`src/rtl/addr_req_fifo_if.sv`:
```
// Address-request link between the upstream register, the FIFO and the memory side.
// slave = FIFO side, master = the agent driving requests and consuming the head.
interface addr_req_fifo_if #(
   parameter int ADDR_WIDTH = 8,
   parameter int DEPTH      = 4,
   parameter int CNT_WIDTH  = 8
);
   localparam int CW = $clog2(DEPTH) + 1;

   logic [ADDR_WIDTH-1:0] I_address;
   logic                  I_addressValid;
   logic                  I_valid;
   logic                  I_ready;
   logic [ADDR_WIDTH-1:0] O_address;
   logic                  O_addressValid;
   logic                  O_valid;
   logic                  O_ready;
   logic [CW-1:0]         count;
   logic [CNT_WIDTH-1:0]  drop_count;

   modport slave (
      input  I_address, I_addressValid, I_valid, O_ready,
      output I_ready, O_address, O_addressValid, O_valid, count, drop_count
   );

   modport master (
      output I_address, I_addressValid, I_valid, O_ready,
      input  I_ready, O_address, O_addressValid, O_valid, count, drop_count
   );
endinterface

```
`src/rtl/addr_req_fifo.sv`:
```
// Request FIFO behind the upstream address register: 1-cycle latency, no bypass.
// I_ready (upstream CE) is decoded from occupancy only, so a full FIFO stalls the register.
module addr_req_fifo #(
   parameter int ADDR_WIDTH        = 8,
   parameter int DEPTH             = 4,
   parameter int DROP_INVALID_ADDR = 1,
   parameter int CNT_WIDTH         = 8
) (
   input logic            CLK,
   input logic            AsyncResetN,
   addr_req_fifo_if.slave bus
);
   localparam int PTR_W = $clog2(DEPTH);
   localparam int CW    = PTR_W + 1;

   typedef struct packed {
      logic [ADDR_WIDTH-1:0] addr;
      logic                  addr_vld;
   } entry_t;

   entry_t               mem_q [DEPTH];
   entry_t               mem_d [DEPTH];
   logic [PTR_W-1:0]     rd_ptr_q, rd_ptr_d;
   logic [PTR_W-1:0]     wr_ptr_q, wr_ptr_d;
   logic [CW-1:0]        count_q, count_d;
   logic [CNT_WIDTH-1:0] drop_cnt_q, drop_cnt_d;

   logic i_ready, o_valid;
   logic in_fire, out_fire, drop, enq;

   assign i_ready = (count_q != CW'(DEPTH));
   assign o_valid = (count_q != '0);

   always_comb begin
      in_fire    = bus.I_valid & i_ready;
      out_fire   = o_valid & bus.O_ready;
      drop       = in_fire & (DROP_INVALID_ADDR != 0) & ~bus.I_addressValid;
      enq        = in_fire & ~drop;

      mem_d      = mem_q;
      wr_ptr_d   = wr_ptr_q;
      rd_ptr_d   = rd_ptr_q;
      count_d    = count_q;
      drop_cnt_d = drop_cnt_q;

      if (enq) begin
         mem_d[wr_ptr_q] = '{addr: bus.I_address, addr_vld: bus.I_addressValid};
         wr_ptr_d        = wr_ptr_q + PTR_W'(1);
      end
      if (out_fire) begin
         rd_ptr_d = rd_ptr_q + PTR_W'(1);
      end

      unique case ({enq, out_fire})
         2'b10:   count_d = count_q + CW'(1);
         2'b01:   count_d = count_q - CW'(1);
         default: count_d = count_q;
      endcase

      // Saturate rather than wrap so a storm of bad requests stays visible.
      if (drop && (drop_cnt_q != '1)) begin
         drop_cnt_d = drop_cnt_q + CNT_WIDTH'(1);
      end
   end

   // Storage is cleared too, so the head fields read 0 straight out of reset.
   always_ff @(posedge CLK or negedge AsyncResetN) begin
      if (!AsyncResetN) begin
         mem_q      <= '{default: '0};
         wr_ptr_q   <= '0;
         rd_ptr_q   <= '0;
         count_q    <= '0;
         drop_cnt_q <= '0;
      end else begin
         mem_q      <= mem_d;
         wr_ptr_q   <= wr_ptr_d;
         rd_ptr_q   <= rd_ptr_d;
         count_q    <= count_d;
         drop_cnt_q <= drop_cnt_d;
      end
   end

   assign bus.I_ready        = i_ready;
   assign bus.O_valid        = o_valid;
   assign bus.O_address      = mem_q[rd_ptr_q].addr;
   assign bus.O_addressValid = mem_q[rd_ptr_q].addr_vld;
   assign bus.count          = count_q;
   assign bus.drop_count     = drop_cnt_q;
endmodule

```
`src/flat_wrapper.sv`:
```
// flat-port wrapper written by rule: the top's interface ports become plain ports
module addr_req_fifo_flat 
#(
   parameter int ADDR_WIDTH        = 8,
   parameter int DEPTH             = 4,
   parameter int DROP_INVALID_ADDR = 1,
   parameter int CNT_WIDTH         = 8
)
  (CLK, AsyncResetN, bus_I_address, bus_I_addressValid, bus_I_valid, bus_O_ready, bus_I_ready, bus_O_address, bus_O_addressValid, bus_O_valid, bus_count, bus_drop_count);
  addr_req_fifo_if #(.ADDR_WIDTH(ADDR_WIDTH), .DEPTH(DEPTH), .CNT_WIDTH(CNT_WIDTH)) bus_i ();
  input logic CLK;
  input logic AsyncResetN;
  input wire logic [$bits(bus_i.I_address)-1:0] bus_I_address;
  input wire logic [$bits(bus_i.I_addressValid)-1:0] bus_I_addressValid;
  input wire logic [$bits(bus_i.I_valid)-1:0] bus_I_valid;
  input wire logic [$bits(bus_i.O_ready)-1:0] bus_O_ready;
  output wire logic [$bits(bus_i.I_ready)-1:0] bus_I_ready;
  output wire logic [$bits(bus_i.O_address)-1:0] bus_O_address;
  output wire logic [$bits(bus_i.O_addressValid)-1:0] bus_O_addressValid;
  output wire logic [$bits(bus_i.O_valid)-1:0] bus_O_valid;
  output wire logic [$bits(bus_i.count)-1:0] bus_count;
  output wire logic [$bits(bus_i.drop_count)-1:0] bus_drop_count;
  assign bus_i.I_address = bus_I_address;
  assign bus_i.I_addressValid = bus_I_addressValid;
  assign bus_i.I_valid = bus_I_valid;
  assign bus_i.O_ready = bus_O_ready;
  assign bus_I_ready = bus_i.I_ready;
  assign bus_O_address = bus_i.O_address;
  assign bus_O_addressValid = bus_i.O_addressValid;
  assign bus_O_valid = bus_i.O_valid;
  assign bus_count = bus_i.count;
  assign bus_drop_count = bus_i.drop_count;
  addr_req_fifo #(.ADDR_WIDTH(ADDR_WIDTH), .DEPTH(DEPTH), .DROP_INVALID_ADDR(DROP_INVALID_ADDR), .CNT_WIDTH(CNT_WIDTH)) u_core (.CLK(CLK), .AsyncResetN(AsyncResetN), .bus(bus_i));
endmodule
```
`config.mk`:
```
export PLATFORM = sky130hd
export DESIGN_NAME = addr_req_fifo_flat
export DESIGN_NICKNAME = d
export VERILOG_FILES = /design/src/rtl/addr_req_fifo_if.sv /design/src/rtl/addr_req_fifo.sv /design/src/flat_wrapper.sv
export SDC_FILE = /design/constraint.sdc
export NUM_CORES = 1
export LEC_CHECK = 0
export BUFFER_PORTS_ARGS = -buffer_cell sky130_fd_sc_hd__buf_2
export CAP_MARGIN = 5
export CORE_UTILIZATION = 40
export CTS_CLUSTER_DIAMETER = 100
export DETAILED_ROUTE_END_ITERATION = 8
export PLACE_DENSITY = 0.57
export SKIP_CTS_REPAIR_TIMING = 1
export SLEW_MARGIN = 20
export SYNTH_ARGS = -nofsm -noshare
export SYNTH_HDL_FRONTEND = slang
export SYNTH_SLANG_ARGS = --single-unit
```
`constraint.sdc`:
```
create_clock -name CLK -period 2.75 [get_ports CLK]
set_clock_uncertainty 0.05 [all_clocks]
set_input_delay 0.4125 -clock CLK [delete_from_list [all_inputs] [get_ports CLK]]
set_output_delay 0.4125 -clock CLK [all_outputs]
set_load 0.05 [all_outputs]
```
; ---- Yosys cells after proc, flatten, opt, wreduce, memory -nomap -nowiden
; Cells that the tools add are included.
[op_classes]
bitwise_logic = 8
order_cmp = 3
n_mux = 7
add_sub_neg = 5
reduce_logical = 4
n_eq_ne = 4
[ops]
columns = operator, count
row1 = bitwise mux 36 bit, 1
row2 = two-way mux 9 bit, 3
row3 = binary-select mux 9 bit (select 2 bit), 1
row4 = demux 9 bit (select 2 bit), 1
row5 = "adder 8 x 1 -> 8 bit, second input constant", 1
row6 = "!= test 8 bit, second input constant", 1
row7 = ">= comparator 3 bit, second input constant", 2
row8 = NOT 2 -> 3 bit, 2
row9 = case mux 3 bit (2 select lines), 1
row10 = "adder 2 x 1 -> 2 bit, second input constant", 2
row11 = bitwise AND 1 bit, 4
row12 = "adder 3 x 1 -> 3 bit, second input constant", 1
row13 = "less-than comparator 3 x 1 -> 1 bit, second input constant", 1
row14 = "!= test 3 bit, second input constant", 1
row15 = nonzero test 3 bit, 1
row16 = "subtractor 3 x 1 -> 3 bit, second input constant", 1
row17 = "equality test 2 x 1 -> 1 bit, second input constant", 1
row18 = "equality test 2 bit, second input constant", 1
row19 = logical AND 1 bit, 2
row20 = NOT 1 bit, 2
row21 = nonzero test 2 bit, 1
[totals]
regBits = 51
output_inout_bits = 22

; ---- Longest topological paths before layout
; Gate-level depths: netlist (run 1).
[depth]
word_depth = 7
ltp_mapped = 10
mapped_depth_nobuf = 9

; ---- Worst setup path before layout (run 1)
; No wires, ideal clock.
[synth_path]
path_type = reg2reg
from = register u_core.count_q[2], in the netlist u_core.bus.count[2]
to = register u_core.count_q[2], in the netlist u_core.bus.count[2]
setup_ns = 0.082
synth_period_minus_slack_ns = 2.710
path_stages_with_launch = 11
setup_slack_ns = 0.040
path_buffers = 1
arrival_time_ns = 2.578
required_time_ns = 2.618
path_cell_list = dfrtp_1 > or3b_4 > and3_4 > buf_12 > inv_1 > ha_1 > inv_1 > fa_1 > xor2_1 > nor2_1 > xor2_1
[synth_via]
elab_chain_len = 7
word_cells_on_any_way = 13
cone_classes = 2 x add/sub / 3 x eq/ne / 1 x mux / 5 x bitwise / 2 x reduce/logical
[synth_lines]
columns = element, line_no
row1 = start: declaration, addr_req_fifo.sv:25  ; logic [CW-1:0] count_q, count_d;
row2 = start signal: assignment, addr_req_fifo.sv:78  ; count_q <= count_d;
row3 = != test 3 bit *, addr_req_fifo.sv:31  ; assign i_ready = (count_q != CW'(DEPTH));
row4 = net bus_I_ready, flat_wrapper.sv:17  ; output wire logic [$bits(bus_i.I_ready)-1:0] bus_I_ready;
row5 = bitwise AND 1 bit *, addr_req_fifo.sv:35  ; in_fire = bus.I_valid & i_ready;
row6 = bitwise AND 1 bit, addr_req_fifo.sv:37  ; drop = in_fire & (DROP_INVALID_ADDR != 0) & ~bus.I_addressValid;
row7 = NOT 1 bit, addr_req_fifo.sv:38  ; enq = in_fire & ~drop;
row8 = bitwise AND 1 bit *, addr_req_fifo.sv:38
row9 = equality test 2 x 1 -> 1 bit / equality test 2 bit (equally long branches), addr_req_fifo.sv:54  ; unique case ({enq, out_fire})
row10 = case mux 3 bit (2 select lines) / nonzero test 2 bit (equally long branches), --
; The timed path passes the listed nets; every way through them passes the cells marked *.
; A chain may end at the register's enable or synchronous reset.

; ---- Final worst setup path (run 1)
[layout_path]
from = register u_core.count_q[0], in the netlist u_core.bus.count[0]
to = register u_core.count_q[2], in the netlist u_core.bus.count[2]
[layout_via]
elab_chain_len = 7
word_cells_on_any_way = 13
cone_classes = 2 x add/sub / 3 x eq/ne / 1 x mux / 5 x bitwise / 2 x reduce/logical
[layout_lines]
columns = element, line_no
row1 = != test 3 bit, addr_req_fifo.sv:31
row2 = bitwise AND 1 bit, addr_req_fifo.sv:35
row3 = bitwise AND 1 bit, addr_req_fifo.sv:37
row4 = NOT 1 bit, addr_req_fifo.sv:38
row5 = bitwise AND 1 bit, addr_req_fifo.sv:38
row6 = equality test 2 x 1 -> 1 bit / equality test 2 bit (equally long branches), addr_req_fifo.sv:54
row7 = case mux 3 bit (2 select lines) / nonzero test 2 bit (equally long branches), --
; Several ways; a longest one is shown, not always the timed one.

==> metrics.txt, run 1 <==
HP Class=in2async; crit share post-route=0.869; Via density=5.05; diode count=0; Via Count=1374; dpl cells=265; min Tclk post-route=2390 ps; cell taking the most area after synthesis=dfrtp_1; Synth Register Bits=51; Die W=81.0 um; synth cell count leaders=dfrtp_1, mux2_4, mux4_2; initial DRC count=55; number of buffers created by CTS=5; hold slack final=59.4 ps; post-DP HPWL=3.17 mm; top-area cell type share of the netlist area=0.511; Worst-Skew Late Latency=290 ps; row count=28; count of final hold-check violations=0; CTS Sinks=51; status=completed; VDD IR max=0.781 mV; Synth async-reset ratio=1.00; Area Overhead vs Synth=14.1%; fraction of layout cells with a size suffix above 1=0.477; Mapped Area=2500 um2; Syn Area/Cell=15.9 um2; EDFF count, synth=0; Worst-path clk slew=90 ps; clock buffer depth=2; chip height=81.0 um; GPL Wtd Cong=0.796; PortBufs=34; CTS H-tree lvls=2; RSZ-0062 raised after global routing=no; Synth Net Count=177; root buf cell=clkbuf_8; WP data arrival=2560 ps; Ys Warns=0; CP required=2920 ps; # DRC=0; distinct cell type count after synthesis=31; initial antenna violation count=0; setup violators final=0; layout net count=217; Setup WS post-layout=359 ps; CTS tree=yes; Achievable Freq=418 MHz; Slew Viols, Final=0; final cell count without fillers=272; io pins=35; first-pass GRT wire length=7.49 mm; Synth area leaders=dfrtp_1, mux2_4, mux4_2; total congestion overflow=0; worst-path maximum fanout=8; power per cell area=1370 nW/um2; setup TNS=0 ps; CP endpoint kind=flop; area of the core=5960 um2; Max Cap Viol=0; startpoint types=flop; critical path class=reg2reg; Slew headroom=0.600; Syn Inst Count=157; Pre-Repair DR Iteration Count=4; sequential area share after synthesis=0.511; DRT antenna net count=0; vias in the first global route=1503; measured slew at the worst slew-check pin=600 ps; top-count cell post-synth=dfrtp_1; GRT Overall Usage=0.156; Primary FF master, synth=dfrtp_1; pre-CTS WS=370 ps; initial core utilization=0.420; Final Core Density=0.479; Die ar.=6570 um2; Leak=1.37 nW; Post-Route WL=4.50 mm; WL/cell=16.6 um; largest net degree at the start of global routing=28
area by class of cell:
type,count,area [um2]
Inverter,6,22.5
Sequential cell,51,1280
Multi-Input combinational cell,97,1170
Timing Repair Buffer,36,185
Clock buffer,6,72.6
Tap cell,75,93.8
Clock inverter,1,30.0
Fill cell,527,3100
cell usage in the layout, fill, tap and decap left out, drive strengths merged:
cell type and count:
xnor2 3, nand2b 4, inv 6, nor3b 1
o21ai 1, and3 1, or3 1, mux2 34
or2 1, nand4 1, and2 1, bufinv 1
ha 6, dfrtp 51, nand3b 1, nor2 3
nand2 8, nor4 1, or3b 1, mux2i 1
nand3 4, fa 1, clkbuf 6, mux4 9
a21oi 1, o21ba 1, xor2 8, nor3 4
buf 36
report_power, final:
group	leakage [nW]	switching (mW)	internal, mW
registers	0.609	0.279	1.10
logic	0.713	1.17	0.860
clock network	0.0513	0.234	0.267
total	1.37	1.68	2.23
worst max-delay path, stage by stage, from the launching register on:
cell and delay [ps]:
dfrtp_1 430, or3b_4 430, and3_4 280, inv_1 90, ha_1 180, inv_1 60
fa_1 370, xor2_1 150, nor2_1 120, xor2_1 150
registers in the layout (all words and copies together) (netlist names):
| name | count |
|---|---|
| u_core.wr_ptr_q | 2 |
| u_core.rd_ptr_q | 2 |
| u_core.bus.drop_count | 8 |
| u_core.bus.count | 3 |
| u_core.mem_q | 36 |
stage by stage:
step           instance area, um2  total power, mW
2_1_floorplan                2500             3.03
3_3_place_gp                 2750             3.36
3_5_place_dp                 2750             3.45
4_1_cts                      2850             3.96
5_1_grt                      2850             4.14
6_report                     2850             3.91
metal layers:
metal,share of wire,up-vias,GRT usage
met5,0,-,0
li1,-,633,-
met2,0.51,34,0.264
met3,0.041,8,0.0360
met4,0.022,0,0.0536
met1,0.43,699,0.194
logic make-up (layout without fill, tap and decap cells):
family	count (synthesis)	count (layout)	synth area share
fa+ha+maj	7	7	0.0381
buf+inv	9	49	0.0205
compound gates	3	3	0.00801
simple gates	32	32	0.0977
flops	51	51	0.511
xor+xnor	11	11	0.0386
mux	44	44	0.286
path summary, 6_finish.rpt:
check / from / endpoint / slack [ps] / cells past startpoint
min in group CLK: bus_I_address[1] / u_core.mem_q[11] / 340 / 2
max in group asynchronous: AsyncResetN / u_core.bus.drop_count[0] / 1830 / 2
setup reg to reg: u_core.bus.count[0] / u_core.bus.count[2] / 360 / 9
hold / removal: AsyncResetN / u_core.mem_q[3] / 60 / 1
setup / recovery: u_core.bus.count[0] / u_core.bus.count[2] / 360 / 9
hold reg to reg: u_core.mem_q[0] / u_core.mem_q[0] / 420 / 1
Power figures use the tool's default switching activity.
==> inputs of run 2 (changes only) <==
--- a/config.mk
+++ b/config.mk
@@ -7,10 +7,11 @@
 export LEC_CHECK = 0
 export BUFFER_PORTS_ARGS = -buffer_cell sky130_fd_sc_hd__buf_2
 export CAP_MARGIN = 5
-export CORE_UTILIZATION = 40
+export CORE_UTILIZATION = 55
+export CTS_BUF_LIST = sky130_fd_sc_hd__clkbuf_8
 export CTS_CLUSTER_DIAMETER = 100
 export DETAILED_ROUTE_END_ITERATION = 8
-export PLACE_DENSITY = 0.57
+export PLACE_DENSITY = 0.75
 export SKIP_CTS_REPAIR_TIMING = 1
 export SLEW_MARGIN = 20
 export SYNTH_ARGS = -nofsm -noshare
==> metrics.txt, run 2 (same netlist as run 1, synthesis figures left out) <==
status=finished with violations (was completed); violated checks=negative hold slack; # DRC=0 (unchanged); CTS H-tree lvls=2 (unchanged); Achievable Freq=416 MHz (was 418 MHz); row count=24 (was 28); clock buffer depth=2 (unchanged); largest net degree at the start of global routing=35 (was 28); chip height=69.4 um (was 81.0 um); worst-path maximum fanout=8 (unchanged); CP endpoint kind=flop (unchanged); WP data arrival=2580 ps (was 2560 ps); Area Overhead vs Synth=13.0% (was 14.1%); CTS tree=yes (unchanged); Via Count=1386 (was 1374); Die ar.=4820 um2 (was 6570 um2); number of buffers created by CTS=5 (unchanged); count of final hold-check violations=17 (was 0); min Tclk post-route=2410 ps (was 2390 ps); Slew Viols, Final=0 (unchanged); critical path class=reg2reg (unchanged); Die W=69.4 um (was 81.0 um); Via density=5.57 (was 5.05); setup violators final=0 (unchanged); M1 GR Usage=0.280 (was 0.194); vias in the first global route=1435 (was 1503); Multi-input gate area=1170 um2 (unchanged); measured slew at the worst slew-check pin=638 ps (was 600 ps); initial antenna violation count=0 (unchanged); initial core utilization=0.574 (was 0.420); io pins=35 (unchanged); setup TNS=0 ps (unchanged); area of the core=4350 um2 (was 5960 um2); met2 usage=0.302 (was 0.264); Max Cap Viol=0 (unchanged); WL/cell=17.4 um (was 16.6 um); Reg area=1280 um2 (unchanged); met3 Track Usage GR=0.0523 (was 0.0360); Post-Route WL=4.34 mm (was 4.50 mm); final-layout fill cell count=307 (was 527); layout net count=217 (unchanged); Pre-Repair DR Iteration Count=4 (unchanged); DRT antenna net count=0 (unchanged); post-DP HPWL=3.02 mm (was 3.17 mm); crit share post-route=0.875 (was 0.869); Biggest register=u_core.mem_q (unchanged); GPL Wtd Cong=0.781 (was 0.796); Top Usage Layer GRT=met2 (unchanged); Slew headroom=0.575 (was 0.600); HP Class=in2async (unchanged); Largest register FFs=36 (unchanged); CTS Sinks=51 (unchanged); RSZ-0062 raised after global routing=no (unchanged); most common cell after layout, fill and taps aside=dfrtp_1 (unchanged); CP required=2920 ps (about the same); most frequent cells in the layout=dfrtp_1, buf_2, mux2_4 (unchanged); root buf cell=clkbuf_8 (unchanged); initial DRC count=76 (was 55); hold slack final=-19.1 ps (was 59.4 ps); Worst-Skew Late Latency=300 ps (was 290 ps); fraction of layout cells with a size suffix above 1=0.477 (unchanged); startpoint types=flop (unchanged); total congestion overflow=0 (unchanged); Worst-path clk slew=90 ps (about the same); first-pass GRT wire length=7.33 mm (was 7.49 mm); PortBufs=34 (unchanged); GRT Overall Usage=0.198 (was 0.156); diode count=0 (unchanged)
-- run 2: worst max-delay path: stages, from the launching register on --
cell	delay, ps
dfrtp_1	440
or3b_4	430
and3_4	280
inv_1	80
ha_1	170
inv_1	60
fa_1	380
xor2_1	160
nor2_1	110
xor2_1	160
-- run 2: final timing paths --
kind / depth (start not counted) / endpoint / start / slack [ps]
setup / recovery: 9 / u_core.bus.count[2] / u_core.bus.count[0] / 340
hold / removal: 1 / u_core.mem_q[35] / AsyncResetN / -20
setup reg to reg: 9 / u_core.bus.count[2] / u_core.bus.count[0] / 340
hold reg to reg: 1 / u_core.mem_q[0] / u_core.mem_q[0] / 430
max in group asynchronous: 2 / u_core.mem_q[29] / AsyncResetN / 1900
min in group CLK: 2 / u_core.mem_q[35] / bus_I_address[7] / 340
-- run 2: final cells by class --
| cell class | count | area share |
|---|---|---|
| Tap cell | 52 | 0.0230 |
| Clock inverter | 2 | 0.0120 |
| Multi-Input combinational cell | 97 | 0.415 |
| Clock buffer | 5 | 0.0244 |
| Timing Repair Buffer | 36 | 0.0656 |
| Inverter | 6 | 0.00798 |
| Sequential cell | 51 | 0.452 |
-- run 2: routing by layer --
| metal | part of all wire | up-vias |
|---|---|---|
| li1 | - | 634 |
| met4 | 0.014 | 0 |
| met5 | 0 | - |
| met3 | 0.041 | 8 |
| met2 | 0.48 | 35 |
| met1 | 0.47 | 709 |
-- run 2: metrics by stage --
stage               hold slack, ps  area [um2]   util  cells  setup WS, ps
floorplan                     66.9        2500      -    157          40.3
global placement               308        2720  0.625    242           446
finish                       -19.1        2820  0.648    249           345
detailed placement             314        2720  0.625    242           352
CTS                          -15.3        2820  0.648    249           320
global route                  5.47        2820  0.648    249           242
Power of run 2 is not shown: default switching activity piles up to over one toggle a cycle in this logic, so the estimate is an artifact.
==> inputs of run 3 (changes only) <==
--- a/config.mk
+++ b/config.mk
@@ -7,11 +7,12 @@
 export LEC_CHECK = 0
 export BUFFER_PORTS_ARGS = -buffer_cell sky130_fd_sc_hd__buf_2
 export CAP_MARGIN = 5
-export CORE_UTILIZATION = 55
+export CELL_PAD_IN_SITES_DETAIL_PLACEMENT = 1
+export CELL_PAD_IN_SITES_GLOBAL_PLACEMENT = 2
+export CORE_UTILIZATION = 43
 export CTS_BUF_LIST = sky130_fd_sc_hd__clkbuf_8
-export CTS_CLUSTER_DIAMETER = 100
 export DETAILED_ROUTE_END_ITERATION = 8
-export PLACE_DENSITY = 0.75
+export PLACE_DENSITY = 0.8
 export SKIP_CTS_REPAIR_TIMING = 1
 export SLEW_MARGIN = 20
 export SYNTH_ARGS = -nofsm -noshare
==> metrics.txt, run 3 (same netlist as run 1, synthesis figures left out) <==
status=completed (was finished with violations); Reg2Reg Launch Point=u_core.bus.count[0] (unchanged); row count=27 (was 24); slowest CP cell=dfrtp_1 (unchanged); final cell count without fillers=271 (was 249); initial antenna violation count=0 (unchanged); Leak=1.37 nW; reg2reg setup slack=270 ps (was 340 ps); P_sw=1.75 mW; Via Count=1425 (was 1386); Die W=78.2 um (was 69.4 um); initial DRC count=68 (was 76); worst-path maximum fanout=8 (unchanged); Area Overhead vs Synth=14.1% (was 13.0%); area of the core=5540 um2 (was 4350 um2); Critical path destination=u_core.bus.count[2] (unchanged); most frequent cells in the layout=dfrtp_1, buf_2, mux2_4 (unchanged); RSZ-0062 raised after global routing=no (unchanged); crit share post-route=0.902 (was 0.875); total congestion overflow=0 (unchanged); first-pass GRT wire length=8.80 mm (was 7.33 mm); largest net degree at the start of global routing=29 (was 35); Die ar.=6120 um2 (was 4820 um2); post-DP HPWL=3.73 mm (was 3.02 mm); min Tclk post-route=2480 ps (was 2410 ps); Worst-path clk slew=90 ps (about the same); Slew headroom=0.582 (was 0.575); layout net count=218 (was 217); final-layout fill cell count=560 (was 307); CTS Sinks=51 (unchanged); HP Class=in2async (unchanged); setup violators final=0 (unchanged); Achievable Freq=403 MHz (was 416 MHz); Biggest register=u_core.mem_q (unchanged); Sw Share=0.446; Cell Int Power=2.17 mW; logic gate share of total power=0.527; Pre-Repair DR Iteration Count=4 (unchanged); WP data arrival=2660 ps (was 2580 ps); startpoint types=flop (unchanged); DRT antenna net count=0 (unchanged); diode count=0 (unchanged); root buf cell=clkbuf_8 (unchanged); fraction of layout cells with a size suffix above 1=0.487 (was 0.477); Setup WS post-layout=270 ps (was 345 ps); critical path class=reg2reg (unchanged); pre-CTS WS=284 ps (was 352 ps); number of buffers created by CTS=5 (unchanged); chip height=78.2 um (was 69.4 um); sequential power share=0.356; VDD IR max=0.705 mV; Top Family by Delay on Critical Path=simple AND/OR/NAND/NOR gates (unchanged); most common cell after layout, fill and taps aside=dfrtp_1 (unchanged); measured slew at the worst slew-check pin=627 ps (was 638 ps); GRT Overall Usage=0.192 (was 0.198); dpl cells=263 (was 242); # DRC=0 (unchanged); Bufs and invs on worst path=2 (unchanged); CTS tree=yes (unchanged); io pins=35 (unchanged); Max Cap Viol=0 (unchanged); power per cell area=1370 nW/um2; capturing point of the worst reg2reg path=u_core.bus.count[2] (unchanged); worst-path cell chain=or3b_4 -> and3_4 -> inv_1 -> ha_1 -> inv_1 -> fa_1 -> xor2_1 -> nor2_1 -> xor2_1 (unchanged); CP endpoint kind=flop (unchanged); Worst-Skew Late Latency=310 ps (was 300 ps); Post-Route WL=5.11 mm (was 4.34 mm); WL/cell=18.9 um (was 17.4 um); CTS H-tree lvls=2 (unchanged); clock buffer depth=2 (unchanged); Largest register FFs=36 (unchanged); CP peak stage delay=440 ps (about the same); Critical Path Start=u_core.bus.count[0] (unchanged); vias in the first global route=1652 (was 1435); initial core utilization=0.451 (was 0.574); critical path depth in cells=9 (unchanged); Worst R2R Path Depth=9 (unchanged); Slew Viols, Final=0 (unchanged); GPL Wtd Cong=0.755 (was 0.781); count of final hold-check violations=0 (was 17); PortBufs=34 (unchanged); CP required=2930 ps (was 2920 ps); Via density=5.26 (was 5.57); clock share of power=0.117; setup TNS=0 ps (unchanged)
run 3: worst min path at each step:
stage / cells after the start / startpoint / endpoint
2_1_floorplan: 0 / AsyncResetN / u_core.bus.count[0]
3_3_place_gp: 1 / AsyncResetN / u_core.mem_q[29]
3_5_place_dp: 1 / AsyncResetN / u_core.mem_q[33]
4_1_cts: 1 / AsyncResetN / u_core.mem_q[31]
5_1_grt: 1 / AsyncResetN / u_core.mem_q[33]
6_report: 1 / AsyncResetN / u_core.mem_q[29]
run 3: layer usage:
layer  up-vias  global-route usage  part of all wire
met3         6              0.0395             0.034
met4         0              0.0556             0.012
met5         -                   0                 0
met2        30               0.327              0.53
li1        637                   -                 -
met1       752               0.246              0.43
run 3: cell type report:
cell class                 count  area, um2  share of cell area
inverter                       6       22.5             0.00790
multi-input combinational     97       1170               0.411
clock buffer                   6       82.6              0.0290
sequential                    51       1280               0.448
tap                           72       90.1              0.0316
clock inverter                 2       16.3             0.00570
timing repair buffer          37        193              0.0676
run 3: power groups by stage:
stage                     Sequential (mW)  Combinational, mW  Clock (mW)
final                                1.40               2.06       0.457
after global placement               1.36               2.01           0
after global routing                 1.44               2.19       0.510
after floorplan                      1.49               1.54           0
after detailed placement             1.41               2.08           0
after CTS                            1.40               2.09       0.477
run 3: through the flow:
step           utilization  power [mW]  hold slack (ps)  cell area [um2]
2_1_floorplan            -        3.03             66.9             2500
3_3_place_gp         0.497        3.37              392             2750
3_5_place_dp         0.497        3.49              406             2750
4_1_cts              0.515        3.97             68.8             2850
5_1_grt              0.515        4.15             88.6             2850
6_report             0.515        3.92             61.5             2850
